--- src/rtl/gate3_bist_pkg.sv ---
// Shared types and constants for the 3-input gate self-test sequencer.
package gate3_bist_pkg;

  typedef enum logic [1:0] {
    IDLE  = 2'd0,
    RUN   = 2'd1,
    CHECK = 2'd2
  } state_e;

  localparam int NUM_VECTORS = 8;

  // Truth tables: bit k is the gate output for {a,b,c} = k.
  localparam logic [7:0] TT_XOR3  = 8'h96;
  localparam logic [7:0] TT_AND3  = 8'h80;
  localparam logic [7:0] TT_OR3   = 8'hFE;
  localparam logic [7:0] TT_NAND3 = 8'h7F;
  localparam logic [7:0] TT_NOR3  = 8'h01;
  localparam logic [7:0] TT_XNOR3 = 8'h69;

endpackage

--- src/rtl/gate3_hold_timer.sv ---
// Hold counter: counts 0..HOLD_CYCLES-1 while enabled and flags the last cycle.
module gate3_hold_timer #(
  parameter int HOLD_CYCLES = 4
) (
  input  logic clk,
  input  logic rst_n,
  input  logic clr,
  input  logic en,
  output logic expire
);

  localparam logic [7:0] LAST = 8'(HOLD_CYCLES - 1);

  logic [7:0] cnt_q, cnt_d;

  always_comb begin
    cnt_d = cnt_q;
    if (clr) begin
      cnt_d = 8'd0;
    end else if (en) begin
      cnt_d = (cnt_q == LAST) ? 8'd0 : cnt_q + 8'd1;
    end
  end

  always_ff @(posedge clk or negedge rst_n) begin
    if (!rst_n) begin
      cnt_q <= 8'd0;
    end else begin
      cnt_q <= cnt_d;
    end
  end

  assign expire = (cnt_q == LAST);

endmodule

--- src/rtl/gate3_bist_ctrl.sv ---
// Self-test sequencer: walks a 3-input gate through all 8 vectors, captures
// its output into a signature and compares against the expected truth table.
module gate3_bist_ctrl
  import gate3_bist_pkg::*;
#(
  parameter int         HOLD_CYCLES = 4,
  parameter logic [7:0] EXPECTED    = 8'h96
) (
  input  logic       clk,
  input  logic       rst_n,
  input  logic       start,
  input  logic       abort,
  input  logic       f_in,
  output logic       a,
  output logic       b,
  output logic       c,
  output logic       busy,
  output logic       done,
  output logic       pass,
  output logic [7:0] signature,
  output logic [7:0] fail_mask,
  output state_e     dbg_state
);

  // Handshake: start is a request taken only when the sequencer is free (IDLE,
  // or the CHECK cycle for back-to-back runs); done is a one-cycle completion
  // strobe that qualifies pass/fail_mask, which then hold until the next start.

  state_e     state_q, state_d;
  logic [2:0] vec_q, vec_d;
  logic [2:0] abc_q, abc_d;
  logic [7:0] sig_q, sig_d;
  logic [7:0] fail_mask_q, fail_mask_d;
  logic       pass_q, pass_d;
  logic       done_q, done_d;
  logic       busy_q, busy_d;
  logic       clr_pend_q, clr_pend_d;
  logic       expire;

  gate3_hold_timer #(
    .HOLD_CYCLES(HOLD_CYCLES)
  ) u_timer (
    .clk    (clk),
    .rst_n  (rst_n),
    .clr    ((state_q != RUN) || abort),
    .en     (state_q == RUN),
    .expire (expire)
  );

  always_comb begin
    state_d     = state_q;
    vec_d       = vec_q;
    sig_d       = sig_q;
    pass_d      = pass_q;
    fail_mask_d = fail_mask_q;
    done_d      = 1'b0;
    clr_pend_d  = 1'b0;

    // A restart taken in CHECK keeps the verdict visible alongside done,
    // then clears the result registers one edge later.
    if (clr_pend_q) begin
      pass_d      = 1'b0;
      fail_mask_d = 8'd0;
      sig_d       = 8'd0;
    end

    unique case (state_q)
      IDLE: begin
        if (start && !abort) begin
          state_d     = RUN;
          vec_d       = 3'd0;
          sig_d       = 8'd0;
          pass_d      = 1'b0;
          fail_mask_d = 8'd0;
        end
      end
      RUN: begin
        if (abort) begin
          state_d     = IDLE;
          vec_d       = 3'd0;
          pass_d      = 1'b0;
          fail_mask_d = 8'd0;
        end else if (expire) begin
          sig_d[vec_q] = f_in;
          if (vec_q == 3'(NUM_VECTORS - 1)) begin
            state_d = CHECK;
            vec_d   = 3'd0;
          end else begin
            vec_d = vec_q + 3'd1;
          end
        end
      end
      CHECK: begin
        vec_d = 3'd0;
        if (abort) begin
          state_d     = IDLE;
          pass_d      = 1'b0;
          fail_mask_d = 8'd0;
        end else begin
          done_d      = 1'b1;
          pass_d      = (sig_q == EXPECTED);
          fail_mask_d = sig_q ^ EXPECTED;
          state_d     = start ? RUN : IDLE;
          clr_pend_d  = start;
        end
      end
      default: state_d = IDLE;
    endcase

    busy_d = (state_d != IDLE);
    abc_d  = (state_d == RUN) ? vec_d : 3'd0;
  end

  always_ff @(posedge clk or negedge rst_n) begin
    if (!rst_n) begin
      state_q     <= IDLE;
      vec_q       <= 3'd0;
      abc_q       <= 3'd0;
      sig_q       <= 8'd0;
      pass_q      <= 1'b0;
      fail_mask_q <= 8'd0;
      done_q      <= 1'b0;
      busy_q      <= 1'b0;
      clr_pend_q  <= 1'b0;
    end else begin
      state_q     <= state_d;
      vec_q       <= vec_d;
      abc_q       <= abc_d;
      sig_q       <= sig_d;
      pass_q      <= pass_d;
      fail_mask_q <= fail_mask_d;
      done_q      <= done_d;
      busy_q      <= busy_d;
      clr_pend_q  <= clr_pend_d;
    end
  end

  assign a         = abc_q[2];
  assign b         = abc_q[1];
  assign c         = abc_q[0];
  assign busy      = busy_q;
  assign done      = done_q;
  assign pass      = pass_q;
  assign signature = sig_q;
  assign fail_mask = fail_mask_q;
  assign dbg_state = state_q;

endmodule

--- config.mk ---
export PLATFORM = sky130hd
export DESIGN_NAME = gate3_bist_ctrl
export DESIGN_NICKNAME = d
export VERILOG_FILES = /design/src/rtl/gate3_bist_pkg.sv /design/src/rtl/gate3_hold_timer.sv /design/src/rtl/gate3_bist_ctrl.sv
export SDC_FILE = /design/constraint.sdc
export NUM_CORES = 1
export LEC_CHECK = 0
export CELL_PAD_IN_SITES_DETAIL_PLACEMENT = 1
export CELL_PAD_IN_SITES_GLOBAL_PLACEMENT = 2
export CORE_ASPECT_RATIO = 1.25
export CORE_MARGIN = 10
export CORE_UTILIZATION = 34
export CTS_CLUSTER_DIAMETER = 50
export DETAILED_ROUTE_END_ITERATION = 10
export PLACE_DENSITY = 0.87
export SLEW_MARGIN = 30
export SYNTH_ARGS = -nofsm -noshare
export SYNTH_HDL_FRONTEND = slang
export SYNTH_SLANG_ARGS = --single-unit
--- constraint.sdc ---
create_clock -name clk -period 2.1 [get_ports clk]
set_input_delay 0.21 -clock clk [delete_from_list [all_inputs] [get_ports clk]]
set_output_delay 0.21 -clock clk [all_outputs]
set_load 0.005 [all_outputs]
==> flow_summary_export.csv, run 1 <==
group,metric,value,unit
clocking,ctsHoldBuffers,0,
detailed_routing,drc,0,
pwr,power.density,621,nW/um^2
clocking,post_cts_buffers,0,
die,core,5080,um^2
die,dieArea,8600,um^2
clocking,numClockSinks,36,
sta,rsz0062_at_grt,"false",
clocking,cts-buffers-inserted,5,
clocking,cts_resized,0,
detailed_routing,viasPerCell,5.39,
layout,layout_commonest_cell,"dfrtp_1",
setup_path,crit_family,"simple AND/OR/NAND/NOR gates",
logic_synthesis,synth.distinct_cells,45,
setup_path,critical_path_class,"flip-flop to flip-flop",
place,place_congestion,0.817,
pwr,power,1.39,mW
layout,area_growth,24.3,%
logic_synthesis,postSynthCellCount,159,
logic_synthesis,ys_seq_area_share,50.2,%
global_routing,grt_pass1_vias,1521,
clocking,cts_tree,"yes",
sta,setup_violations,0,
global_routing,track_usage,10.7,%
detailed_routing,wl_per_cell,17.0,um
clocking,clk_pin_slew_worst_paths,70,ps
logic_synthesis,synth_area,1790,um^2
layout,final_cell_mix,"36 x dfrtp_1, 28 x clkdlybuf4s50_1, 19 x nor2_1, 10 x nand2_1, 7 x nand3_1",
global_routing,grt-ovfl-total,0,
layout,antennaDiodeCount,0,
setup_path,cp.required,2280,ps
place,portBuffers,28,
detailed_routing,routed_wl,4300,um
sta,post-route-min-period,1790,ps
detailed_routing,via_count,1363,
detailed_routing,first_iter_violations,47,
place,placed_area,2120,um^2
global_routing,antenna_found_initial,0,
sta,fin_setup_tns,0,ps
logic_synthesis,ys_warn_count,0,
sta,slew_viol_final,0,
pwr,vdd_ir_drop_max,564,uV
setup_path,end_kind,"flip-flop",
die,initial_core_util,35.3,%
logic_synthesis,postSynthAreaPerCell,11.3,um^2
sta,fin_skew,3.73,ps
setup_path,path_cells,"ha_1 -> nor4b_4 -> nand3_4 -> o211a_1 -> a211o_1",
sta,fmax,558,MHz
layout,nets,198,
logic_synthesis,async_flop_share,100,%
setup_path,arrival,1970,ps
detailed_routing,ant_nets,0,
logic_synthesis,synth_fp_nets,167,
setup_path,worstSetupStartpointType,"flip-flop",
setup_path,crit_buf_inv,0,
die,dieHeight,101,um
clocking,cts_buffer_depth,2,
setup_path,path_max_fanout,6,
global_routing,grt_max_degree,37,
pwr,p_leak,1.07,nW
die,ioPinCount,29,
min_path,hold_path.class,"input port to async pin",
sta,worst_pin_slew,447,ps
layout,finalInstanceArea,2230,um^2
detailed_routing,dr.pass1.iters,4,
setup_path,max_stage_delay,430,ps
sta,relSlewSlack,70.2,%
setup_path,crit_slowest_cell,"nor4b_4",
die,rows,29,
global_routing,grt_pass1_wl,7620,um
logic_synthesis,synth_ff_type,"dfrtp_1",
place,hpwl,3350,um
logic_synthesis,ys_ff_latch,36,
sta,timing.hold.ws,333,ps
sta,fin_crit_sh,85.3,%
die,die_width,85.0,um
clocking,root_buffer,"clkbuf_8",
flow_run,drv_cap,0,
layout,fin_util,43.9,%
logic_synthesis,synth-edff-count,0,
clocking,clock_latency,290,ps
sta,hold_viol,0,
clocking,htreeDepth,2,
layout,drive_gt1_share,13.1,%
status,outcome,"completed",
==> cell families after synthesis <==
logic type      Yosys count  share of synthesized area [%]
flops                    36                           50.2
fa+ha+maj                 3                           2.09
xor+xnor                  6                           2.93
simple gates             67                           23.1
buf+inv                  11                           3.70
mux                       4                           2.23
compound gates           32                           15.8
==> metrics by stage <==
step | setup slack [ps] | instances
2_1_floorplan | 514 | 159
3_3_place_gp | 277 | 245
3_5_place_dp | 213 | 245
4_1_cts | 297 | 253
5_1_grt | 169 | 253
6_report | 308 | 253
==> final cells by class <==
class / instances / area [um^2]
Fill cell: 574 / 2850
Inverter: 5 / 18.8
Timing Repair Buffer: 30 / 295
Multi-Input combinational cell: 112 / 827
Clock buffer: 5 / 68.8
Tap cell: 62 / 77.6
Sequential cell: 36 / 901
Clock inverter: 3 / 42.5
==> worst paths after layout <==
check | startpoint | to | slack, ps | depth (start not counted)
setup / recovery | u_timer.cnt_q[0] | signature[0] | 310 | 5
hold / removal | rst_n | fail_mask[7] | 330 | 2
setup reg to reg | u_timer.cnt_q[0] | signature[0] | 310 | 5
hold reg to reg | u_timer.cnt_q[0] | u_timer.cnt_q[0] | 450 | 1
max in group asynchronous | rst_n | signature[6] | 1450 | 2
min in group clk | u_timer.cnt_q[0] | u_timer.cnt_q[0] | 450 | 1
==> registers in the layout, summed over array words and instances, names as in the netlist <==
name           flops
dbg_state          2
u_timer.cnt_q      8
abc_q              3
fail_mask          8
clr_pend_q         1
busy               1
done               1
vec_q              3
signature          8
pass               1
==> cells in the mapped netlist, types with 4 or more instances <==
| cell type | n | area share, % |
|---|---|---|
| dfrtp_1 | 36 | 50 |
| mux2i_1 | 4 | 2.2 |
| a22o_1 | 6 | 2.9 |
| nand2_1 | 10 | 2.1 |
| nor2_1 | 19 | 4.0 |
| a211o_1 | 6 | 2.9 |
| xor2_1 | 4 | 2.0 |
| nand3_1 | 7 | 2.0 |
| inv_1 | 5 | 1.0 |
==> routing by layer <==
layer	global-route usage, %	routed length, um	up-vias	share of wire, %
li1	-	-	637	-
met4	4.19	78	0	1.8
met1	11.3	1730	686	40
met3	4.34	333	9	7.8
met5	0	0	-	0
met2	18.4	2150	31	50
==> where the power goes <==
group          internal [mW]  switching, mW
Sequential             0.697        0.00592
Clock                  0.351          0.254
Combinational         0.0292         0.0487
Total                   1.08          0.308
Note: power is estimated with default switching activity, not from simulation.
==> run 2, diff against run 1 <==
--- a/config.mk
+++ b/config.mk
@@ -10,10 +10,10 @@
 export CORE_ASPECT_RATIO = 1.25
 export CORE_MARGIN = 10
 export CORE_UTILIZATION = 34
+export CTS_BUF_LIST = sky130_fd_sc_hd__clkbuf_16
 export CTS_CLUSTER_DIAMETER = 50
 export DETAILED_ROUTE_END_ITERATION = 10
 export PLACE_DENSITY = 0.87
-export SLEW_MARGIN = 30
 export SYNTH_ARGS = -nofsm -noshare
 export SYNTH_HDL_FRONTEND = slang
 export SYNTH_SLANG_ARGS = --single-unit
==> run 2 against run 1 <==
Compared with the run above: first-iteration DRC count grew 2.1%; final cell count is the same; combinational power is essentially flat; register-to-register slack lost 40 ps; clock skew grew 1.2 ps; critical path depth is the same; wire length grew 3.5%.
==> flow_summary_export.csv, run 2 (synthesis gave the netlist of run 1 again) <==
group,metric,value,unit
die,initial_core_util,35.3,%
sta,fin_crit_sh,87.2,%
setup_path,crit_family,"simple AND/OR/NAND/NOR gates",
die,ioPinCount,29,
place,place_congestion,0.817,
clocking,numClockSinks,36,
clocking,post_cts_buffers,0,
detailed_routing,ant_nets,0,
setup_path,critical_path_class,"flip-flop to flip-flop",
detailed_routing,wl_per_cell,17.6,um
clocking,clk_pin_slew_worst_paths,50,ps
global_routing,grt_pass1_vias,1554,
setup_path,path_max_fanout,6,
sta,fmax,546,MHz
detailed_routing,drc,0,
clocking,cts_tree,"yes",
sta,hold_viol,0,
detailed_routing,dr.pass1.iters,4,
setup_path,path_cells,"ha_1 -> nor4b_4 -> nand3_4 -> o211a_1 -> a211o_1",
clocking,cts_buffer_depth,2,
setup_path,max_stage_delay,470,ps
setup_path,worstSetupStartpointType,"flip-flop",
clocking,cts_resized,0,
place,hpwl,3350,um
setup_path,rr_worst_depth,5,
min_path,hold_path.class,"input port to async pin",
pwr,power,1.62,mW
die,rows,29,
sta,rsz0062_at_grt,"false",
flow_run,drv_cap,0,
clocking,root_buffer,"clkbuf_16",
place,portBuffers,28,
global_routing,grt_max_degree,37,
clocking,cts-buffers-inserted,5,
detailed_routing,viasPerCell,5.38,
layout,antennaDiodeCount,0,
sta,worst_pin_slew,477,ps
detailed_routing,routed_wl,4450,um
pwr,power.density,708,nW/um^2
place,placed_area,2120,um^2
status,outcome,"completed",
sta,relSlewSlack,68.1,%
clocking,htreeDepth,2,
sta,setup_violations,0,
setup_path,crit_buf_inv,0,
pwr,vdd_ir_drop_max,624,uV
global_routing,track_usage,10.9,%
detailed_routing,via_count,1360,
detailed_routing,first_iter_violations,48,
layout,fillers,565,
sta,fin_skew,4.95,ps
setup_path,arrival,2000,ps
layout,fin_util,45.0,%
setup_path,crit_slowest_cell,"nor4b_4",
sta,post-route-min-period,1830,ps
die,die_width,85.0,um
global_routing,grt-ovfl-total,0,
clocking,ctsHoldBuffers,0,
layout,drive_gt1_share,13.1,%
die,dieHeight,101,um
setup_path,cp.required,2260,ps
sta,worst_slack,269,ps
die,core,5080,um^2
layout,finalInstanceArea,2290,um^2
clocking,clock_latency,280,ps
pwr,p_leak,1.09,nW
layout,final_cell_mix,"36 x dfrtp_1, 28 x clkdlybuf4s50_1, 19 x nor2_1, 10 x nand2_1, 7 x nand3_1",
global_routing,grt_pass1_wl,7800,um
setup_path,cp_num_cells,5,
die,dieArea,8600,um^2
setup_path,end_kind,"flip-flop",
global_routing,antenna_found_initial,0,
layout,nets,198,
layout,area_growth,27.5,%
sta,fin_setup_tns,0,ps
place,pre_cts_ws,213,ps
sta,slew_viol_final,0,
layout,layout_commonest_cell,"dfrtp_1",
-- run 2: cell counts in the layout (fill, tap and decap cells not counted) --
No cell type changed its count.
-- run 2: power by group --
part	internal (mW)	switching, mW
clock	0.557	0.280
sequential	0.698	0.00576
combinational	0.0292	0.0489
total	1.28	0.334
-- run 2: per-layer routing --
layer / global-route usage (%) / vias to the layer above / share of wire, %
met5: 0 / - / 0
met4: 3.93 / 0 / 1.3
met3: 4.26 / 6 / 7.1
met2: 19.5 / 28 / 52
met1: 11.4 / 690 / 39
li1: - / 636 / -
-- run 2: through the flow --
step                      cells  hold slack, ps
after detailed placement    245             448
after global routing        253             385
after global placement      245             440
final                       253             344
after CTS                   253             366
after floorplan             159           -85.6
-- run 2: final timing paths --
check,startpoint,end,slack (ps)
setup / recovery,u_timer.cnt_q[0],signature[0],270
hold / removal,rst_n,fail_mask[7],340
setup reg to reg,u_timer.cnt_q[0],signature[0],270
hold reg to reg,u_timer.cnt_q[0],u_timer.cnt_q[0],450
max in group asynchronous,rst_n,signature[6],1440
min in group clk,u_timer.cnt_q[0],u_timer.cnt_q[0],450
-- run 2: final cells by class --
cell class / count / area (um^2) / area share, %
Tap cell: 62 / 77.6 / 3.39
Sequential cell: 36 / 901 / 39.4
Clock buffer: 5 / 125 / 5.47
Timing Repair Buffer: 30 / 295 / 12.9
Inverter: 5 / 18.8 / 0.821
Clock inverter: 3 / 42.5 / 1.86
Multi-Input combinational cell: 112 / 827 / 36.2
==> run 3, diff against run 2 <==
--- a/config.mk
+++ b/config.mk
@@ -9,11 +9,12 @@
 export CELL_PAD_IN_SITES_GLOBAL_PLACEMENT = 2
 export CORE_ASPECT_RATIO = 1.25
 export CORE_MARGIN = 10
-export CORE_UTILIZATION = 34
+export CORE_UTILIZATION = 24
 export CTS_BUF_LIST = sky130_fd_sc_hd__clkbuf_16
 export CTS_CLUSTER_DIAMETER = 50
 export DETAILED_ROUTE_END_ITERATION = 10
-export PLACE_DENSITY = 0.87
+export MAX_ROUTING_LAYER = met4
+export PLACE_DENSITY = 0.67
 export SYNTH_ARGS = -nofsm -noshare
 export SYNTH_HDL_FRONTEND = slang
 export SYNTH_SLANG_ARGS = --single-unit
==> run 3 against run 2 <==
Compared with the run above: non-clock buffer count fell by 1; critical path type unchanged; highest routed layer unchanged; critical endpoint unchanged; first-iteration DRC count fell by 27%; clock skew fell by 2.4 ps; critical path depth did not move; register-to-register slack improved by 30 ps.
==> flow_summary_export.csv, run 3 (synthesis gave the netlist of run 1 again) <==
group,metric,value,unit
die,die_width,97.3,um
setup_path,critical_path_class,"flip-flop to flip-flop",
sta,rsz0062_at_grt,"false",
detailed_routing,drc,0,
global_routing,globalRouteMet3Util,2.66,%
setup_path,cp.required,2260,ps
place,pre_cts_ws,215,ps
clocking,htreeDepth,2,
setup_path,arrival,1960,ps
setup_path,path_max_fanout,6,
die,initial_core_util,24.5,%
clocking,clock_latency,280,ps
detailed_routing,viasPerCell,4.79,
layout,fillers,826,
pwr,clkPwrFrac,47.6,%
sta,fmax,555,MHz
detailed_routing,first_iter_violations,35,
pwr,p_leak,1.08,nW
pwr,power.net_switching,0.335,mW
global_routing,busiest_layer,"met2",
setup_path,max_stage_delay,450,ps
detailed_routing,dr.pass1.iters,4,
clocking,cts_buffer_depth,2,
place,portBuffers,28,
global_routing,grt_pass1_wl,8110,um
sta,post-route-min-period,1800,ps
global_routing,met1_usage,10.3,%
sta,hold_viol,0,
global_routing,grt_pass1_vias,1511,
die,rows,35,
setup_path,path_cells,"ha_1 -> nor4b_4 -> nand3_4 -> o211a_1 -> a211o_1",
die,core,7310,um^2
global_routing,track_usage,9.19,%
place,place_congestion,0.748,
sta,slew_viol_final,0,
global_routing,use_met2,14.6,%
layout,layout_commonest_cell,"dfrtp_1",
sta,relSlewSlack,45.2,%
sta,fin_crit_sh,85.8,%
clocking,cts_resized,0,
min_path,hold_path.class,"input port to async pin",
status,outcome,"completed",
flow_run,drv_cap,0,
pwr,power_frac_comb,5.2,%
sta,setup_violations,0,
global_routing,grt_max_degree,37,
pwr,swShare,22.5,%
global_routing,antenna_found_initial,0,
clocking,cts_tree,"yes",
setup_path,worstSetupStartpointType,"flip-flop",
layout,area_growth,27.3,%
clocking,ctsHoldBuffers,0,
pwr,power.density,653,nW/um^2
pwr,pwr-share-seq,47.2,%
sta,worst_pin_slew,822,ps
clocking,clk_pin_slew_worst_paths,60,ps
sta,fin_setup_tns,0,ps
clocking,cts-buffers-inserted,5,
place,hpwl,3480,um
pwr,vdd_ir_drop_max,282,uV
detailed_routing,routed_wl,4650,um
detailed_routing,ant_nets,0,
sta,worst_slack,298,ps
layout,antennaDiodeCount,0,
layout,drive_gt1_share,12.6,%
detailed_routing,via_count,1351,
die,ioPinCount,29,
layout,nets,197,
die,dieHeight,117,um
global_routing,grt-ovfl-total,0,
layout,final_cell_mix,"36 x dfrtp_1, 27 x clkdlybuf4s50_1, 19 x nor2_1, 10 x nand2_1, 7 x nand3_1",
clocking,numClockSinks,36,
sta,fin_skew,2.54,ps
detailed_routing,wl_per_cell,16.5,um
clocking,post_cts_buffers,0,
pwr,internal_power,1.16,mW
clocking,root_buffer,"clkbuf_16",
setup_path,end_kind,"flip-flop",
setup_path,crit_slowest_cell,"nor4b_4",
die,dieArea,11400,um^2
==> run 3: cell count changes in the layout (fill, tap and decap cells not counted) <==
cell / delta
buf_2: +1
clkdlybuf4s50_1: -1
clkinv_1: +1
clkinvlp_4: -1
clkinv_2: +1
buf_4: -1
bufinv_16: -1
==> run 3: path summary, 6_finish.rpt <==
| path | depth (start not counted) | end | start | slack, ps |
|---|---|---|---|---|
| min | 1 | fail_mask[1] | rst_n | 30 |
| max in group asynchronous | 1 | u_timer.cnt_q[6] | rst_n | 1550 |
| max reg2reg | 5 | signature[0] | u_timer.cnt_q[0] | 300 |
| min reg2reg | 1 | u_timer.cnt_q[0] | u_timer.cnt_q[0] | 460 |
| min in group clk | 1 | u_timer.cnt_q[0] | u_timer.cnt_q[0] | 460 |
| max | 5 | signature[0] | u_timer.cnt_q[0] | 300 |
==> run 3: power by group through the flow <==
stage | clock, mW | sequential (mW) | combinational [mW]
finish | 0.710 | 0.704 | 0.0769
global route | 0.777 | 0.705 | 0.0875
CTS | 0.735 | 0.704 | 0.0800
detailed placement | 0 | 0.716 | 0.0797
global placement | 0 | 0.716 | 0.0794
floorplan | 0 | 0.713 | 0.0435
==> run 3: area by class of cell <==
class	count	area, um^2	area share (%)
Clock buffer	5	125	5.48
Clock inverter	3	13.8	0.603
Inverter	5	18.8	0.822
Multi-Input combinational cell	112	827	36.2
Sequential cell	36	901	39.5
Tap cell	92	115	5.04
Timing Repair Buffer	29	283	12.4
==> run 3: per-layer routing <==
layer | routed length [um] | vias up
met5 | 0 | -
met4 | 85 | 0
met3 | 203 | 4
met2 | 2310 | 25
met1 | 2060 | 690
li1 | - | 632
==> run 3: through the flow <==
| stage | utilization [%] | total power [mW] | hold WS (ps) | area, um^2 | instances |
|---|---|---|---|---|---|
| floorplan | - | 0.757 | -85.6 | 1790 | 159 |
| global placement | 29.3 | 0.796 | 365 | 2140 | 274 |
| detailed placement | 29.3 | 0.796 | 365 | 2140 | 274 |
| CTS | 31.2 | 1.52 | 68.7 | 2280 | 282 |
| global route | 31.2 | 1.57 | 106 | 2280 | 282 |
| finish | 31.2 | 1.49 | 26.9 | 2280 | 282 |
==> run 3: critical path: cells and delay by family, from the launching register on <==
family,cells,cell delay (ps)
simple gates,2,560
compound gates,2,490
flops,1,360
fa+ha+maj,1,280
